## config.mk

```make
export PLATFORM = sky130hd
export DESIGN_NAME = vga_pixel_pipe_flat
export DESIGN_NICKNAME = d
export VERILOG_FILES = /design/src/rtl/vga_timing_pkg.sv /design/src/rtl/vga_pixel_pipe_if.sv /design/src/rtl/vga_sync_decode.sv /design/src/rtl/vga_pixel_pipe.sv /design/src/flat_wrapper.sv
export SDC_FILE = /design/constraint.sdc
export NUM_CORES = 1
export LEC_CHECK = 0
export CELL_PAD_IN_SITES_DETAIL_PLACEMENT = 1
export CELL_PAD_IN_SITES_GLOBAL_PLACEMENT = 1
export CORE_MARGIN = 3
export CORE_UTILIZATION = 40
export CTS_CLUSTER_DIAMETER = 200
export DETAILED_ROUTE_END_ITERATION = 10
export HOLD_SLACK_MARGIN = 0.03
export PLACE_DENSITY_LB_ADDON = 0.1
export SYNTH_ARGS = -nofsm -noshare
export SYNTH_HDL_FRONTEND = slang
export SYNTH_SLANG_ARGS = --single-unit
```

## constraint.sdc

```tcl
create_clock -name clk -period 4.27 [get_ports clk]
set_input_delay 0.854 -clock clk [delete_from_list [all_inputs] [get_ports clk]]
set_output_delay 0.854 -clock clk [all_outputs]
set_load 0.005 [all_outputs]
```

## src/rtl/vga_timing_pkg.sv

```systemverilog
// vga_timing_pkg
//   Default 640x480@60 timing constants shared by the pixel pipeline,
//   their derived totals and sync window bounds, the counter type, and
//   the stage-1 decode record.
package vga_timing_pkg;

   localparam int DEF_H_ACTIVE = 640;
   localparam int DEF_H_FP     = 16;
   localparam int DEF_H_SYNC   = 96;
   localparam int DEF_H_BP     = 48;
   localparam int DEF_V_ACTIVE = 480;
   localparam int DEF_V_FP     = 10;
   localparam int DEF_V_SYNC   = 2;
   localparam int DEF_V_BP     = 33;

   localparam int DEF_H_TOTAL  = DEF_H_ACTIVE + DEF_H_FP + DEF_H_SYNC + DEF_H_BP;
   localparam int DEF_V_TOTAL  = DEF_V_ACTIVE + DEF_V_FP + DEF_V_SYNC + DEF_V_BP;

   // Sync windows are [START, END).
   localparam int DEF_HS_START = DEF_H_ACTIVE + DEF_H_FP;
   localparam int DEF_HS_END   = DEF_HS_START + DEF_H_SYNC;
   localparam int DEF_VS_START = DEF_V_ACTIVE + DEF_V_FP;
   localparam int DEF_VS_END   = DEF_VS_START + DEF_V_SYNC;

   localparam int CNT_W = 11;
   typedef logic [CNT_W-1:0] cnt_t;

   // Stage-1 decode of one counter pair.
   typedef struct packed {
      logic act;  // inside the visible area
      logic hs;   // horizontal sync window (level-free flag)
      logic vs;   // vertical sync window (level-free flag)
      logic sof;  // counters at (0,0)
   } stage1_t;

endpackage

```

## src/rtl/vga_pixel_pipe_if.sv

```systemverilog
// vga_pixel_pipe_if
//   Framebuffer read bus between the pixel pipeline (master) and the
//   framebuffer (slave).
//   rd_en   : read request, level; may stay high across idle clocks
//   rd_addr : pixel address y*H_ACTIVE + x
//   rd_data : pixel data, valid by the next pixel strobe after rd_en
interface vga_pixel_pipe_if #(
   parameter int ADDR_W = 19,
   parameter int PIX_W  = 8
);
   logic              rd_en;
   logic [ADDR_W-1:0] rd_addr;
   logic [PIX_W-1:0]  rd_data;

   modport master (output rd_en, output rd_addr, input rd_data);
   modport slave  (input rd_en, input rd_addr, output rd_data);
endinterface

```

## src/rtl/vga_sync_decode.sv

```systemverilog
// vga_sync_decode
//   Combinational stage-1 compare logic for one counter axis.
//   cnt    : counter value (11-bit unsigned)
//   act    : cnt < ACTIVE
//   sync   : SYNC_START <= cnt < SYNC_END
//   in_rng : cnt < TOTAL
//   zero   : cnt == 0
module vga_sync_decode
   import vga_timing_pkg::*;
#(
   parameter int ACTIVE     = DEF_H_ACTIVE,
   parameter int SYNC_START = DEF_HS_START,
   parameter int SYNC_END   = DEF_HS_END,
   parameter int TOTAL      = DEF_H_TOTAL
) (
   input  cnt_t cnt,
   output logic act,
   output logic sync,
   output logic in_rng,
   output logic zero
);
   localparam cnt_t C_ACT = CNT_W'(ACTIVE);
   localparam cnt_t C_SS  = CNT_W'(SYNC_START);
   localparam cnt_t C_SE  = CNT_W'(SYNC_END);
   localparam cnt_t C_TOT = CNT_W'(TOTAL);

   assign act    = cnt < C_ACT;
   assign sync   = (cnt >= C_SS) && (cnt < C_SE);
   assign in_rng = cnt < C_TOT;
   assign zero   = cnt == '0;
endmodule

```

## src/rtl/vga_pixel_pipe.sv

```systemverilog
// vga_pixel_pipe
//   Decodes the pixel counters into hsync/vsync/blank, issues framebuffer
//   reads and aligns the returned pixel with the syncs. Every output is
//   2 pixel strobes behind the counter value that produced it.
//   clk, reset(async, active low), pix_en (pipeline advance strobe)
//   hcnt, vcnt   : counter values, 11-bit
//   fb           : framebuffer read bus (master side)
//   hsync, vsync : sync pins at SYNC_ACT polarity
//   blank        : high outside the visible area
//   pix_out      : pixel to the DAC, 0 while blanked
//   frame_start  : one-clk pulse with pixel (0,0) on the outputs
module vga_pixel_pipe
   import vga_timing_pkg::*;
#(
   parameter int   H_ACTIVE = DEF_H_ACTIVE,
   parameter int   H_FP     = DEF_H_FP,
   parameter int   H_SYNC   = DEF_H_SYNC,
   parameter int   H_BP     = DEF_H_BP,
   parameter int   V_ACTIVE = DEF_V_ACTIVE,
   parameter int   V_FP     = DEF_V_FP,
   parameter int   V_SYNC   = DEF_V_SYNC,
   parameter int   V_BP     = DEF_V_BP,
   parameter logic SYNC_ACT = 1'b0,
   parameter int   ADDR_W   = 19,
   parameter int   PIX_W    = 8
) (
   input  logic              clk,
   input  logic              reset,
   input  logic              pix_en,
   input  cnt_t              hcnt,
   input  cnt_t              vcnt,
   vga_pixel_pipe_if.master  fb,
   output logic              hsync,
   output logic              vsync,
   output logic              blank,
   output logic [PIX_W-1:0]  pix_out,
   output logic              frame_start
);
   localparam int H_TOTAL  = H_ACTIVE + H_FP + H_SYNC + H_BP;
   localparam int V_TOTAL  = V_ACTIVE + V_FP + V_SYNC + V_BP;
   localparam int HS_START = H_ACTIVE + H_FP;
   localparam int VS_START = V_ACTIVE + V_FP;
   localparam logic [ADDR_W-1:0] LAST_ADDR = ADDR_W'(H_ACTIVE * V_ACTIVE - 1);

   if (longint'(H_ACTIVE) * longint'(V_ACTIVE) > (longint'(1) << ADDR_W)) begin : g_addr_chk
      $error("vga_pixel_pipe: visible area does not fit in ADDR_W");
   end
   if (H_TOTAL > (1 << CNT_W) || V_TOTAL > (1 << CNT_W)) begin : g_cnt_chk
      $error("vga_pixel_pipe: frame does not fit in the 11-bit counters");
   end

   // ---------------- stage 1 decode ----------------
   logic h_act, h_sync, h_rng, h_zero;
   logic v_act, v_sync, v_rng, v_zero;

   vga_sync_decode #(
      .ACTIVE(H_ACTIVE), .SYNC_START(HS_START),
      .SYNC_END(HS_START + H_SYNC), .TOTAL(H_TOTAL)
   ) u_hdec (.cnt(hcnt), .act(h_act), .sync(h_sync), .in_rng(h_rng), .zero(h_zero));

   vga_sync_decode #(
      .ACTIVE(V_ACTIVE), .SYNC_START(VS_START),
      .SYNC_END(VS_START + V_SYNC), .TOTAL(V_TOTAL)
   ) u_vdec (.cnt(vcnt), .act(v_act), .sync(v_sync), .in_rng(v_rng), .zero(v_zero));

   stage1_t s1_d, s1;
   logic    in_rng;

   // A sync window on one axis must not fire while the other axis is
   // outside the frame.
   assign in_rng   = h_rng & v_rng;
   assign s1_d.act = h_act & v_act;
   assign s1_d.hs  = h_sync & in_rng;
   assign s1_d.vs  = v_sync & in_rng;
   assign s1_d.sof = h_zero & v_zero;

   always_ff @(posedge clk or negedge reset) begin
      if (!reset)      s1 <= '0;
      else if (pix_en) s1 <= s1_d;
   end

   assign fb.rd_en = s1.act;

   // ---------------- address counter ----------------
   // addr is the address presented with the current stage-1 pixel; nxt is
   // the address the next visible pixel will use. Only (0,0) restarts the
   // sequence; nxt saturates at the last pixel instead of wrapping.
   logic [ADDR_W-1:0] addr, nxt;

   always_ff @(posedge clk or negedge reset) begin
      if (!reset) begin
         addr <= '0;
         nxt  <= '0;
      end else if (pix_en) begin
         if (s1_d.sof) begin
            addr <= '0;
            nxt  <= ADDR_W'(1);
         end else if (s1_d.act) begin
            addr <= nxt;
            if (nxt != LAST_ADDR) nxt <= nxt + ADDR_W'(1);
         end
      end
   end

   assign fb.rd_addr = addr;

   // ---------------- stage 2 / output pins ----------------
   always_ff @(posedge clk or negedge reset) begin
      if (!reset) begin
         hsync       <= ~SYNC_ACT;
         vsync       <= ~SYNC_ACT;
         blank       <= 1'b1;
         pix_out     <= '0;
         frame_start <= 1'b0;
      end else begin
         // Sampled every clk so the pulse drops after one clk even when
         // pix_en stays low and s1.sof is held.
         frame_start <= pix_en & s1.sof;
         if (pix_en) begin
            hsync   <= s1.hs ? SYNC_ACT : ~SYNC_ACT;
            vsync   <= s1.vs ? SYNC_ACT : ~SYNC_ACT;
            blank   <= ~s1.act;
            pix_out <= s1.act ? fb.rd_data : '0;
         end
      end
   end

endmodule

```

## src/flat_wrapper.sv

```systemverilog
// flat-port wrapper written by rule: the top's interface ports become plain ports
module vga_pixel_pipe_flat import vga_timing_pkg::*;
#(
   parameter int   H_ACTIVE = DEF_H_ACTIVE,
   parameter int   H_FP     = DEF_H_FP,
   parameter int   H_SYNC   = DEF_H_SYNC,
   parameter int   H_BP     = DEF_H_BP,
   parameter int   V_ACTIVE = DEF_V_ACTIVE,
   parameter int   V_FP     = DEF_V_FP,
   parameter int   V_SYNC   = DEF_V_SYNC,
   parameter int   V_BP     = DEF_V_BP,
   parameter logic SYNC_ACT = 1'b0,
   parameter int   ADDR_W   = 19,
   parameter int   PIX_W    = 8
)
  (clk, reset, pix_en, hcnt, vcnt, hsync, vsync, blank, pix_out, frame_start, fb_rd_en, fb_rd_addr, fb_rd_data);
  vga_pixel_pipe_if #(.ADDR_W(ADDR_W), .PIX_W(PIX_W)) fb_i ();
  input  logic clk;
  input  logic reset;
  input  logic pix_en;
  input  cnt_t hcnt;
  input  cnt_t vcnt;
  output logic hsync;
  output logic vsync;
  output logic blank;
  output logic [PIX_W-1:0] pix_out;
  output logic frame_start;
  output wire logic [$bits(fb_i.rd_en)-1:0] fb_rd_en;
  output wire logic [$bits(fb_i.rd_addr)-1:0] fb_rd_addr;
  input wire logic [$bits(fb_i.rd_data)-1:0] fb_rd_data;
  assign fb_rd_en = fb_i.rd_en;
  assign fb_rd_addr = fb_i.rd_addr;
  assign fb_i.rd_data = fb_rd_data;
  vga_pixel_pipe #(.H_ACTIVE(H_ACTIVE), .H_FP(H_FP), .H_SYNC(H_SYNC), .H_BP(H_BP), .V_ACTIVE(V_ACTIVE), .V_FP(V_FP), .V_SYNC(V_SYNC), .V_BP(V_BP), .SYNC_ACT(SYNC_ACT), .ADDR_W(ADDR_W), .PIX_W(PIX_W)) u_core (.clk(clk), .reset(reset), .pix_en(pix_en), .hcnt(hcnt), .vcnt(vcnt), .fb(fb_i), .hsync(hsync), .vsync(vsync), .blank(blank), .pix_out(pix_out), .frame_start(frame_start));
endmodule
```

Word-level counts from Yosys, hierarchy flattened
Cells that the tools add are included.
Word-level totals
  register bits after elaboration: 54
  latch bits: 0
  memory bits (writable): 0
  ROM bits: 0
  input port bits: 33
  output and inout bits: 32
  word-level logic and storage cells: 44
  memories: 0
Cells by class
  add/subtract/negate cells: 1
  multiply operators: 0
  div/mod/pow operators: 0
  order comparisons: 8
  equal/unequal tests: 1
  shifts and indexed selects: 0
  mux-type cells: 8
  bitwise logic cells: 7
  reductions and logical operators: 8
Operators by type and width (number)
  $mux W19: 5
  $lt A11 B10 Y1 const B: 4
  $logic_not A11 Y1: 2
  $lt A11 B9 Y1 const B: 2
  $add A19 B1 Y19 const B: 1
  $ne A19 B19 Y1 const B: 1
  $ge A11 B10 Y1 const B: 1
  $ge A11 B9 Y1 const B: 1
  $mux W8: 1
  $and A1 B1 Y1: 6
  $reduce_bool A2 Y1: 2
  $reduce_and A3 Y1: 1
  $logic_and A1 B1 Y1: 2
  $mux W1: 2
  $reduce_and A2 Y1: 1
  $not A1 Y1: 1

Depth between registers and ports, before layout
Gate-level depths: netlist (run 1).
  depth in word-level cells: 4
  mapped depth: 7
  depth with buffers taken out: 6

By module
Synthesis (run 1) repeated with hierarchy kept, for this count alone.
Unflattened totals
  cells, all modules: 245
  area total of the unflattened synthesis: 2557.5 um^2
Modules (own cells, without submodules)
  vga_pixel_pipe: instances 1, cells an instance 221, area each 2397.3 um^2, seq. area each 1355.0 um^2
  vga_sync_decode: instances 2, cells an instance 12, area each 80.1 um^2, seq. area each 0.0 um^2

Worst setup path after synthesis (run 1)
Ideal clock, no wire load.
  kind: input port to flip-flop
  start: input port pix_en
  end: register u_core.nxt[3]
  setup time: 0.087 ns
  data arrival time: 2.034 ns
  slack: 2.149 ns
  stages: 6
  path buffers: 1
  path through: buf_4 > nor4b_2 > nand3_1 > a21o_1 > or4_1 > o211ai_1
Between the ends
  longest elaborated chain between the ends: 1
RTL lines
  start: declaration: RTL line flat_wrapper.sv:20  | input logic pix_en;
  $reduce_and A3 Y1 (no source line)
  end signal: assignment: RTL line vga_pixel_pipe.sv:100  | if (nxt != LAST_ADDR) nxt <= nxt + ADDR_W'(1);
  end: declaration: RTL line vga_pixel_pipe.sv:88  | logic [ADDR_W-1:0] addr, nxt;
Every way passes these cells.
A chain may end at the register's enable or synchronous reset.

Worst setup path after layout (run 1)
Same ends and word-level chain as after synthesis.

==> results.py, run 1 <==
metrics = {
    "clock_network": {
        "clk_pin_slew_worst_paths_ns": 0.10,
        "numCtsBuffers": 5,
        "holdBufCountCts": 0,
        "postCtsSetupRepairBufs": 0,
        "cts_tree": "done",
        "cts_resized": 0,
        "clkSinkCount": 54,
        "clk_path_buf_depth": 2,
        "cts_max_level": 2,
        "root_buffer": "clkbuf_8",
        "clk_latency_ns": 0.32,
    },
    "sta": {
        "tightest_slew_ns": 0.635,
        "fmax_mhz": 369,
        "slew_viol_final": 0,
        "skew_ns": 0.0102,
        "setup_slack_ns": 1.56,
        "setup_violations": 0,
        "tns_ns": 0,
        "slew_headroom": 0.573,
        "rsz0062_at_grt": "false",
        "finalCritPeriodShare": 0.634,
        "fin_crit_ns": 2.71,
        "hold_violations": 0,
    },
    "final_layout": {
        "nets": 393,
        "fillers": 752,
        "drive_gt1_frac": 0.0667,
        "stdcell_count": 437,
        "diodes": 0,
        "utilization": 0.539,
        "area_delta_synth_final_pct": 29.3,
    },
    "setup_path": {
        "rr_endpoint": "u_core.nxt[6]",
        "reg2reg_slack_ns": 2.37,
        "cp-start-kind": "input pin",
        "end_kind": "register",
        "path_class": "input pin to register",
        "reg2reg_depth": 5,
        "reg2reg_from": "u_core.nxt[17]",
        "cp.required_ns": 4.51,
        "arrival_ns": 2.94,
        "critPathMaxFanout": 27,
    },
    "routing": {
        "viasPerCell": 5.53,
        "drtIter0Drc": 123,
        "drc": 0,
        "drtPass1Iterations": 4,
        "wl_per_cell_um": 16.1,
        "drt-total-wl_mm": 7.04,
        "drtAntennaViolNets": 0,
        "num_vias": 2417,
    },
    "synthesis": {
        "syn-cell-area_um2": 2680,
        "ys_types": 45,
        "yosysSeqAreaShare": 0.506,
        "yosysWarnings": 0,
        "synth_area_leader_cell": "dfrtp_1",
        "muxShareOfSynthArea": 0.0163,
        "syn_inst": 300,
        "synth_xor_area_frac": 0,
        "synth_compound_area_frac": 0.159,
        "synthTopCellsByArea": "dfrtp_1, nand2_1, o21ai_0",
        "synth_top_family_by_area": "simple AND/OR/NAND/NOR gates",
        "synth_nets": 334,
        "synth_fa_ha_area_frac": 0.00467,
        "avgSynthCellArea_um2": 8.93,
        "yosysTopAreaCellShare": 0.476,
        "synth-seq-cells": 54,
        "yosys.area_share.simple": 0.261,
    },
    "placement": {
        "preCtsSetupSlack_ns": 1.27,
        "dpl.hpwl_mm": 5.19,
        "portBuffers": 64,
        "dpl.cell_count": 429,
        "place.gp.congestion": 0.826,
    },
    "floorplan": {
        "core_area_um2": 6420,
        "dieHeight_um": 87.8,
        "num_io_pins": 65,
        "initial_core_util": 0.417,
        "die_width_um": 87.8,
        "die_area_um2": 7710,
        "rows": 29,
    },
    "global_route": {
        "antenna_found_initial": 0,
        "grt_pass1_vias": 2456,
        "grt_overflow": 0,
        "grt_max_degree": 57,
        "grt_pass1_wl_mm": 12.1,
        "track_usage": 0.197,
    },
    "power": {
        "power_switching_mw": 0.312,
        "swShare": 0.279,
        "vdd_drop_max_uv": 197,
        "combPwrFrac": 0.183,
        "leakagePower_nw": 1.51,
        "finalPower_mw": 1.12,
        "pwr-share-seq": 0.537,
        "p_int_mw": 0.805,
        "power_frac_clock": 0.280,
        "powerDensity_nw_per_um2": 322,
    },
    "hold_path": {
        "hold_end": "u_core.hsync",
        "worstHoldStart": "u_core.s1[2]",
        "hold_path_class": "register to register",
        "min_delay_path_depth": 1,
    },
    "job": {
        "cap_violations": 0,
    },
    "outcome": {
        "status": "finished clean",
    },
}
-- cells by family (layout without fill, tap and decap cells) --
kind of cell    after synthesis  after routing
compound gates               73             73
fa+ha+maj                     1              1
buf+inv                      33             93
flops                        54             54
mux                           4              4
simple gates                135            135
-- metrics by stage --
| step | hold slack, ns | instance area, um^2 |
|---|---|---|
| after floorplan | 0.388 | 2680 |
| after global placement | 0.403 | 3370 |
| after detailed placement | 0.424 | 3370 |
| after CTS | 0.438 | 3460 |
| after global routing | 0.462 | 3460 |
| final | 0.432 | 3460 |
-- power groups by stage --
stage                     Sequential (mW)  Combinational (mW)  Clock (mW)
after floorplan                     0.605              0.0654           0
after global placement              0.607               0.203           0
after detailed placement            0.610               0.209           0
after CTS                           0.600               0.209       0.328
after global routing                0.607               0.230       0.342
final                               0.599               0.205       0.313
-- sequential cells by signal (all words and copies together) (netlist names) --
register / cells
u_core.pix_out: 8
u_core.fb.rd_addr: 19
u_core.blank: 1
u_core.nxt: 19
u_core.s1: 3
u_core.frame_start: 1
u_core.hsync: 1
u_core.fb.rd_en: 1
u_core.vsync: 1
-- worst max path at each step --
stage	from	cells after the start	endpoint	slack, ns
floorplan	pix_en	6	u_core.nxt[3]	2.15
global route	pix_en	7	u_core.nxt[3]	1.39
global placement	pix_en	7	u_core.nxt[3]	1.30
detailed placement	pix_en	7	u_core.nxt[3]	1.27
finish	pix_en	7	u_core.nxt[3]	1.56
CTS	pix_en	7	u_core.nxt[3]	1.57
-- routing by layer --
layer / vias to the layer above / track usage / part of all wire
met5: - / 0 / 0
met4: 0 / 0.0600 / 0.017
met3: 8 / 0.0292 / 0.038
met2: 45 / 0.338 / 0.50
met1: 1181 / 0.257 / 0.45
li1: 1183 / - / -
-- layout make-up --
class / count / area [um^2] / area share
repair buffers: 68 / 666 / 0.192
well taps: 77 / 96.3 / 0.0278
flip-flops and latches: 54 / 1360 / 0.391
multi-input cells: 213 / 1190 / 0.342
inverters: 17 / 63.8 / 0.0184
clock inverters: 3 / 28.8 / 0.00831
clock buffers: 5 / 68.8 / 0.0199
-- cells in the mapped netlist, drive strengths merged --
cell type,number
nand2b,1
and3,2
o31ai,2
mux2,3
nand3b,2
inv,17
a21oi,13
a22oi,1
ha,1
clkbuf,7
or3,6
and4b,1
nor4,3
nand3,27
o31a,1
nor4bb,1
a21o,6
nor2,10
o211ai,4
mux2i,1
nor4b,2
o311ai,5
nand2,54
nand4,7
dfstp,3
o21ai,40
a32o,1
nor3b,1
buf,9
or4,3
or2,1
dfrtp,51
nor3,9
and4,1
nand4b,2
and2,2
-- placed cells by master, fill, tap and decap left out, types with 2 or more instances in the layout --
cell type	count
o21ai_1	5
nand3_1	26
dfstp_2	3
and2_1	2
mux2_2	3
nor3_1	8
clkbuf_8	5
clkdlybuf4s50_1	63
or4_1	3
nand3b_1	2
a21o_1	6
a21oi_1	13
o21ai_0	35
nor2_1	10
o311ai_1	4
nand2_1	54
o31ai_1	2
and3_1	2
buf_4	4
nor4_1	3
nand4_1	6
inv_1	17
dfrtp_1	51
or3_1	6
o211ai_1	4
nand4b_1	2
-- critical path: stages --
cell and delay (ns):
clkdlybuf4s50_1 0.45, buf_4 0.26, nor4b_2 0.29, nand3_2 0.12, a21o_1 0.34, or4_1 0.53
o211ai_1 0.10
Power figures use the tool's default switching activity.
==> inputs of run 2 (changes only) <==
CORE_UTILIZATION = 33   (was 40)
clock period = 2.4 ns   (was 4.27 ns; I/O delays follow)
==> results.py, run 2 (synthesis results as in run 1) <==
metrics = {
    "final_layout": {
        "diodes": 0,
        "final_cell_area_um2": 3570,
        "final_cell_mix": "clkdlybuf4s50_1, nand2_1, dfrtp_1",
        "area_delta_synth_final_pct": 33.4,
        "drive_gt1_frac": 0.0820,
        "nets": 399,
        "utilization": 0.458,
        "final_common_cell": "clkdlybuf4s50_1",
    },
    "sta": {
        "tightest_slew_ns": 0.601,
        "fmax_mhz": 474,
        "fin_crit_ns": 2.11,
        "hold_violations": 0,
        "skew_ns": 0.0118,
        "rsz0062_at_grt": "false",
        "tns_ns": 0,
        "slew_viol_final": 0,
        "finalCritPeriodShare": 0.879,
        "setup_violations": 0,
        "slew_headroom": 0.600,
    },
    "power": {
        "vdd_drop_max_uv": 305,
        "leakagePower_nw": 1.55,
        "power_frac_clock": 0.273,
        "pwr-share-seq": 0.539,
        "p_int_mw": 1.43,
        "swShare": 0.277,
        "finalPower_mw": 1.98,
        "power_switching_mw": 0.548,
        "powerDensity_nw_per_um2": 553,
        "combPwrFrac": 0.188,
    },
    "routing": {
        "met1_length_mm": 3.52,
        "drtPass1Iterations": 4,
        "drt-total-wl_mm": 7.33,
        "wl_met3_um": 293,
        "top_layer_used": "met4",
        "num_vias": 2400,
        "drtIter0Drc": 113,
        "drtAntennaViolNets": 0,
        "viasPerCell": 5.13,
        "wl_per_cell_um": 15.7,
        "drc": 0,
        "met2_length_mm": 3.41,
    },
    "global_route": {
        "grt_pass1_vias": 2340,
        "grt_pass1_wl_mm": 11.9,
        "grt_overflow": 0,
        "track_usage": 0.165,
        "antenna_found_initial": 0,
        "grt_max_degree": 36,
    },
    "setup_path": {
        "cp_cell_sequence": "clkdlybuf4s50_1 > nor4_1 > and4b_1 > nand2_1 > buf_12 > a21o_1 > a32o_1",
        "critPathMaxFanout": 35,
        "slowest_delay_ns": 0.44,
        "reg2reg_slack_ns": 0.48,
        "end_kind": "register",
        "path_class": "input pin to register",
        "reg2reg_depth": 6,
        "rr_endpoint": "u_core.nxt[5]",
        "reg2reg_from": "u_core.nxt[0]",
        "cp.required_ns": 2.62,
        "cpMaxStageDelayCell": "nor4_1",
        "arrival_ns": 2.33,
        "cp-start-kind": "input pin",
    },
    "floorplan": {
        "die_width_um": 96.1,
        "initial_core_util": 0.343,
        "num_io_pins": 65,
        "dieHeight_um": 96.1,
        "rows": 32,
        "core_area_um2": 7810,
        "die_area_um2": 9230,
    },
    "clock_network": {
        "clk_pin_slew_worst_paths_ns": 0.11,
        "postCtsSetupRepairBufs": 0,
        "numCtsBuffers": 5,
        "clkSinkCount": 54,
        "cts_max_level": 2,
        "holdBufCountCts": 0,
        "clk_path_buf_depth": 2,
        "cts_tree": "done",
        "clk_latency_ns": 0.32,
        "cts_resized": 0,
        "root_buffer": "clkbuf_8",
    },
    "placement": {
        "dpl.hpwl_mm": 5.51,
        "placed_area_um2": 3480,
        "portBuffers": 64,
        "place.gp.congestion": 0.851,
    },
    "outcome": {
        "status": "finished clean",
    },
    "hold_path": {
        "hold_path_class": "input pin to asynchronous set/reset pin",
    },
    "job": {
        "cap_violations": 0,
    },
}
## run 2: cell count changes in the layout (fill, tap and decap cells not counted), sizes merged
cell / delta
buf: +6
inv: -1
clkinvlp: +1
## run 2: area by class of cell
| class | count | area [um^2] |
|---|---|---|
| flip-flops and latches | 54 | 1360 |
| clock buffers | 5 | 68.8 |
| fillers | 927 | 4230 |
| multi-input cells | 213 | 1190 |
| well taps | 102 | 128 |
| inverters | 17 | 63.8 |
| clock inverters | 3 | 25.0 |
| repair buffers | 74 | 748 |
## run 2: through the flow
stage          hold slack (ns)  worst slack (ns)  instances
3_5_place_dp             0.416           -0.0532        460
5_1_grt                  0.198             0.209        468
6_report                 0.160             0.289        468
3_3_place_gp             0.401            0.0499        460
4_1_cts                  0.176             0.304        468
2_1_floorplan            0.184             0.653        300
## run 2: worst max path at each step
stage | start | to | depth (start not counted)
floorplan | pix_en | u_core.nxt[3] | 6
global placement | hcnt[7] | u_core.nxt[1] | 7
detailed placement | vcnt[4] | u_core.nxt[1] | 7
CTS | vcnt[4] | u_core.nxt[1] | 7
global route | vcnt[4] | u_core.nxt[1] | 7
finish | vcnt[4] | u_core.nxt[1] | 7
## run 2: critical path, delay by kind of cell
kind / cells / cell delay [ns]
compound gates: 2 / 0.38
buf+inv: 2 / 0.60
simple gates: 3 / 0.86
## run 2: power groups by stage
stage | logic, mW | clock network, mW | registers, mW
6_report | 0.371 | 0.540 | 1.07
5_1_grt | 0.414 | 0.600 | 1.08
4_1_cts | 0.380 | 0.563 | 1.07
3_5_place_dp | 0.378 | 0 | 1.09
3_3_place_gp | 0.373 | 0 | 1.08
2_1_floorplan | 0.116 | 0 | 1.08
## run 2: metal layers
| layer | vias up | global-route usage |
|---|---|---|
| li1 | 1194 | - |
| met1 | 1151 | 0.230 |
| met2 | 47 | 0.263 |
| met3 | 8 | 0.0258 |
| met4 | 0 | 0.0462 |
| met5 | - | 0 |
